--- config.mk ---
export PLATFORM = sky130hd
export DESIGN_NAME = ram_bist_sequencer
export DESIGN_NICKNAME = d
export VERILOG_FILES = /design/src/rtl/ram_bist_sequencer.sv
export SDC_FILE = /design/constraint.sdc
export NUM_CORES = 1
export LEC_CHECK = 0
export BUFFER_PORTS_ARGS = -buffer_cell sky130_fd_sc_hd__buf_4
export CAP_MARGIN = 20
export CORE_UTILIZATION = 30
export DETAILED_ROUTE_END_ITERATION = 10
export GPL_TIMING_DRIVEN = 0
export SYNTH_ARGS = -nofsm -noshare
export SYNTH_HDL_FRONTEND = slang
export SYNTH_SLANG_ARGS = --single-unit
--- constraint.sdc ---
create_clock -name clk -period 5.7 [get_ports clk]
set_input_delay 0.57 -clock clk [delete_from_list [all_inputs] [get_ports clk]]
set_output_delay 0.57 -clock clk [all_outputs]
set_load 0.01 [all_outputs]
--- src/rtl/ram_bist_sequencer.sv ---
`timescale 1ns/1ps
`default_nettype none
// ============================================================================
// Module : ram_bist_sequencer
// Desc   : LFSR write/read-back self-test for a 64-word single-port RAM
//          wrapper. All state is clocked on the falling edge of clk.
//          Option macro RAM_BIST_INVERT_PASS_EN adds an inverted-payload pass.
// Rev    : 1.0
// ============================================================================
module ram_bist_sequencer #(
    parameter int          WIDTH = 32,
    parameter logic [24:0] SEED  = 25'h1ACE5
) (
    input  logic             clk,
    input  logic             rst,
    input  logic             start,
    output logic [WIDTH-1:0] cmd_out,
    input  logic [WIDTH-1:0] rd_data,
    output logic             busy,
    output logic             done,
    output logic             pass,
    output logic [6:0]       err_count,
    output logic [5:0]       first_err_addr
);
    localparam logic [24:0] c_SEED = (SEED == 25'd0) ? 25'd1 : SEED;
    localparam int          c_PW   = WIDTH - 7;

    typedef enum logic [2:0] {
        S_IDLE  = 3'd0,
        S_WRITE = 3'd1,
        S_READ  = 3'd2,
        S_WINV  = 3'd3,
        S_RINV  = 3'd4,
        S_DRAIN = 3'd5,
        S_DONE  = 3'd6
    } state_t;

    function automatic logic [24:0] f_lfsr_step(input logic [24:0] s);
        return {s[23:0], s[24] ^ s[21]};
    endfunction

    function automatic logic [WIDTH-1:0] f_cmd(input logic [24:0] s, input logic [5:0] a,
                                               input logic we, input logic inv);
        logic [c_PW-1:0] pl;
        pl = c_PW'(s);
        return {(inv ? ~pl : pl), a, we};
    endfunction

    state_t                 r_state;
    logic [WIDTH-1:0]       r_cmd;
    logic [24:0]            r_lfsr;
    logic [5:0]             r_addr;
    logic                   r_drain;
    logic                   r_busy;
    logic                   r_done;
    logic                   r_pass;
    logic [6:0]             r_err;
    logic [5:0]             r_first;
    logic [2:0]             r_vld;
    logic [2:0][WIDTH-1:0]  r_exp;
    logic [2:0][5:0]        r_pa;

    state_t      w_next_state;
    logic        w_issue;
    logic        w_we;
    logic        w_inv;
    logic        w_wrap;
    logic [24:0] w_src_lfsr;
    logic [5:0]  w_src_addr;
    logic        w_start;
    logic        w_mismatch;
    logic [6:0]  w_err_next;

    // r_addr == 0 means the previous phase just issued address 63 (or none yet),
    // so the next command restarts the address/LFSR sequence.
    assign w_wrap     = (r_addr == 6'd0);
    assign w_src_lfsr = w_wrap ? c_SEED : r_lfsr;
    assign w_src_addr = w_wrap ? 6'd0 : r_addr;
    assign w_start    = ((r_state == S_IDLE) || (r_state == S_DONE)) && start;
    assign w_mismatch = r_vld[2] && (rd_data != r_exp[2]);

    always_comb begin
        w_err_next = r_err;
        if (w_mismatch && (r_err != 7'd127)) begin
            w_err_next = r_err + 7'd1;
        end
    end

    always_comb begin
        w_next_state = r_state;
        w_issue      = 1'b0;
        w_we         = 1'b0;
        w_inv        = 1'b0;
        case (r_state)
            S_IDLE, S_DONE: begin
                if (start) begin
                    w_next_state = S_WRITE;
                    w_issue      = 1'b1;
                    w_we         = 1'b1;
                end
            end
            S_WRITE: begin
                w_issue = 1'b1;
                w_we    = !w_wrap;
                if (w_wrap) w_next_state = S_READ;
            end
            S_READ: begin
                if (w_wrap) begin
`ifdef RAM_BIST_INVERT_PASS_EN
                    w_next_state = S_WINV;
                    w_issue      = 1'b1;
                    w_we         = 1'b1;
                    w_inv        = 1'b1;
`else
                    w_next_state = S_DRAIN;
`endif
                end else begin
                    w_issue = 1'b1;
                end
            end
            S_WINV: begin
                w_issue = 1'b1;
                w_inv   = 1'b1;
                w_we    = !w_wrap;
                if (w_wrap) w_next_state = S_RINV;
            end
            S_RINV: begin
                if (w_wrap) begin
                    w_next_state = S_DRAIN;
                end else begin
                    w_issue = 1'b1;
                    w_inv   = 1'b1;
                end
            end
            S_DRAIN: begin
                if (r_drain) w_next_state = S_DONE;
            end
            default: w_next_state = S_IDLE;
        endcase
    end

    always_ff @(negedge clk) begin
        if (rst) begin
            r_state <= S_IDLE;
            r_cmd   <= '0;
            r_lfsr  <= '0;
            r_addr  <= '0;
            r_drain <= 1'b0;
            r_busy  <= 1'b0;
            r_done  <= 1'b0;
            r_pass  <= 1'b0;
            r_err   <= '0;
            r_first <= '0;
            r_vld   <= '0;
            r_exp   <= '0;
            r_pa    <= '0;
        end else begin
            r_state <= w_next_state;
            r_cmd   <= w_issue ? f_cmd(w_src_lfsr, w_src_addr, w_we, w_inv) : '0;
            if (w_issue) begin
                r_lfsr <= f_lfsr_step(w_src_lfsr);
                r_addr <= w_src_addr + 6'd1;
            end
            r_drain <= (r_state == S_DRAIN) && !r_drain;
            r_busy  <= (w_next_state != S_IDLE) && (w_next_state != S_DONE);
            r_done  <= (w_next_state == S_DONE);
            r_pass  <= (w_next_state == S_DONE) && (w_err_next == 7'd0);
            // Expected word is the write image: write-enable bit forced to 1.
            r_vld   <= {r_vld[1:0], w_issue && !w_we};
            r_exp   <= {r_exp[1:0], f_cmd(w_src_lfsr, w_src_addr, 1'b1, w_inv)};
            r_pa    <= {r_pa[1:0], w_src_addr};
            if (w_start) begin
                r_err   <= '0;
                r_first <= '0;
            end else if (w_mismatch) begin
                r_err <= w_err_next;
                if (r_err == 7'd0) r_first <= r_pa[2];
            end
        end
    end

    assign cmd_out        = r_cmd;
    assign busy           = r_busy;
    assign done           = r_done;
    assign pass           = r_pass;
    assign err_count      = r_err;
    assign first_err_addr = r_first;

endmodule
`default_nettype wire

# Yosys cells after proc, flatten, opt, wreduce, memory -nomap -nowiden
# Cells that the tools add are included.
# word_totals
register_bits	200
output_inout_bits	48
# classes
n_bitwise	3
muxes	16
eq_ne	10
reduce_logical	22
n_addsub	2
# ops
op	count
two-way mux 25 bit	2
!= test 32 bit	1
NOT 25 bit	1
two-way mux 3 bit	5
case mux 3 bit (5 select lines)	1
zero test 7 bit	2
equality test 3 bit, second input constant	4
OR reduction 2 bit	5
adder 7 x 1 -> 7 bit, second input constant	1
logical AND 1 bit	7
two-way mux 7 bit	1
!= test 7 bit, second input constant	1
adder 6 x 1 -> 6 bit, second input constant	1
equality test 3 x 2 -> 1 bit, second input constant	2
zero test 6 bit	1
two-way mux 6 bit	1
case mux 1 bit (2 select lines)	2
equality test 3 x 1 -> 1 bit, second input constant	1
zero test 1 bit	3
zero test 3 bit	1
two-way mux 1 bit	3
!= test 3 bit, second input constant	1
case mux 1 bit (3 select lines)	1
nonzero test 3 bit	1
other kinds (4)	4

# Logic depth before layout (Yosys ltp)
# logic_depth
ltp_word	6
ltp_mapped	9
depth_no_buf	8

==> flow_summary.yaml <==
global_route:
  grt_usage_pct: 14.3
  grt_pass1_vias: 5328
  grt_pass1_wl_mm: 24.2
  antenna_found_initial: 0
  grt_overflow: 0
  grt_max_degree: 18
cells_and_area:
  n_fill_cell: 2066
  final_common_cell: "inv_1"
  drive_gt1_share_pct: 16.1
  syn_to_final_growth_pct: 34.1
  antenna-diode-count: 0
  stdcell_count: 1206
  layout_common_cells: "inv_1 (190), dfxtp_1 (182), buf_4 (83)"
  fin_nets: 957
cts:
  clock_latency_ps: 460
  postCtsSetupBuffers: 0
  cts_sinks: 182
  path_clk_slew_ps: 40
  cts-htree-levels: 4
  cts_tree: "yes"
  cts_inserted_buffers: 17
  cts_max_path_buffers: 2
  clock-root-buffer: "clkbuf_16"
  holdBufCountCts: 0
  cts_resized: 0
logic_synthesis:
  synth-edff-count: 0
  syn_inst: 637
  yosysSeqAreaShare_pct: 56.5
  yosysUniqueCellTypes: 44
  synth_nets: 676
  syn_area_per_cell_um2: 10.1
  mappedNetlistArea_mm2: 0.00645
  ys_warn_count: 0
  synthArstFlopShare_pct: 0
  synth_ff_type: "dfxtp_1"
  yosys_register_bits: 182
critical_path:
  worstReg2RegStart: "r_state[1]"
  r2r_setup_slack_ps: 3290
  crit_path_end_kind: "flop"
  critPathLaunchType: "input port"
  critPathRequiredTime_ps: 3180
  critPathArrivalTime_ps: 2550
  crit_fanout: 7
  r2r_end: "r_lfsr[2]"
  worstSetupPathType: "in -> reg"
  rr_worst_depth: 6
routing:
  wl_mm: 15.2
  dr.pass1.iters: 4
  top_layer: "met4"
  postRouteAntennaNets: 0
  dr_total_vias: 5187
  m1WireLength_mm: 6.63
  via_per_inst: 4.30
  routed-wl-met3_um: 697
  drt_iter0_markers: 299
  wl_met2_mm: 7.69
  drc: 0
  avgRoutedWirePerCell_um: 12.6
timing:
  timing.final.ws_setup_ps: 626
  relSlewSlack_pct: 58.6
  final_max_slew_viol_count: 0
  clock_skew_ps: 14.9
  rsz0062_at_grt: "false"
  worst_slew_pin_slew_ps: 621
  finalHoldViolations: 0
  holdWs_ps: 422
  setup_viol: 0
  tns_ps: 0
min_path:
  min-delay-start: "r_exp[48]"
  hold_depth: 1
  min_path_type: "reg -> reg"
  min_to: "r_exp[80]"
placed_design:
  pre_cts_slack_ps: 146
  place_inst: 993
  gp_congestion: 0.823
  dp_hpwl_mm: 10.8
  io_buffers: 81
flow_run:
  max_cap_violations: 0
floorplan:
  die_width_um: 149
  placementRows: 53
  die-area_mm2: 0.0221
  pin_count: 83
  die_h_um: 149
  initial_core_util_pct: 30.7
  coreArea_mm2: 0.0210
pwr:
  power.leakage_nw: 4.25
  p_per_area_mw_per_mm2: 515
  ir_drop_mv: 0.240
run_status:
  status: "complete, no violations"
[critical path, cell delays in order]
cell     delay [ps]
buf_4           110
xor2_1          130
nor4_1          430
nand4_1         370
o21ai_1         510
nor3_1           80
o311a_1         340
[synth_stat cells (2+ instances only)]
master	n	area share, %
clkbuf_1	29	1.7
mux2i_1	8	1.2
or3_1	2	0.19
ha_1	4	0.78
dfxtp_1	182	56
xnor2_1	28	3.8
inv_1	9	0.52
nor2_1	71	4.1
a211oi_1	16	1.9
o21ai_0	5	0.39
o211ai_1	2	0.23
nand3_1	18	1.4
buf_4	2	0.23
nor3_1	11	0.85
and2_1	3	0.29
buf_8	2	0.47
a21oi_1	22	1.7
nor2b_1	75	7.3
buf_2	4	0.31
nand2_1	42	2.4
xor2_1	38	5.2
and3_1	7	0.68
nor3_2	20	3.1
nor3b_1	2	0.23
nor4_1	11	1.1
buf_1	2	0.12
nand4_1	5	0.48
[stage by stage]
step / power (mW) / area (µm²) / utilization, %
after floorplan: 2.67 / 6450 / -
after global placement: 3.06 / 7400 / 35.2
after detailed placement: 3.06 / 7400 / 35.2
after CTS: 4.53 / 8660 / 41.2
after global routing: 4.82 / 8660 / 41.2
final: 4.46 / 8660 / 41.2
[worst max path at each step]
stage                start   end  slack, ps  depth (start not counted)
3_5_place_dp   rd_data[18]  pass        150                          7
3_3_place_gp    rd_data[4]  pass        160                          7
2_1_floorplan  rd_data[28]  pass        790                          6
4_1_cts        rd_data[18]  pass        620                          7
6_report       rd_data[18]  pass        630                          7
5_1_grt         rd_data[4]  pass        500                          7
[metal layers]
layer / up-vias / GRT usage (%)
li1: 2663 / -
met1: 2397 / 15.1
met2: 108 / 23.4
met3: 19 / 6.53
met4: 0 / 8.76
met5: - / 0
[cell type report]
cell class	count	area, µm²	share of cell area (%)
multi-input cells	407	2590	30.0
clock buffers	17	425	4.91
well taps	275	344	3.98
repair buffers	81	608	7.03
inverters	8	30.0	0.347
clock inverters	197	830	9.58
plain buffers	39	181	2.10
flip-flops and latches	182	3640	42.1
[where the power goes]
group / switching [mW] / total [mW] / internal, mW
sequential: 0.0883 / 1.61 / 1.52
clock: 0.853 / 1.60 / 0.751
combinational: 0.793 / 1.24 / 0.451
total: 1.73 / 4.46 / 2.72
[state kept, by name (all words and copies together) (netlist names), 3 cells and up]
| signal | cells |
|---|---|
| first_err_addr | 6 |
| r_vld | 3 |
| r_exp | 96 |
| r_addr | 6 |
| r_lfsr | 25 |
| cmd_out | 32 |
| r_state | 3 |
| err_count | 7 |
[cell families after synthesis]
logic type / synth area share, %
simple gates: 23.2
flops: 56.5
xor+xnor: 8.96
compound gates: 6.07
buf+inv: 3.34
mux: 1.24
fa+ha+maj: 0.776
No activity file was read; power rests on OpenSTA's default activity.
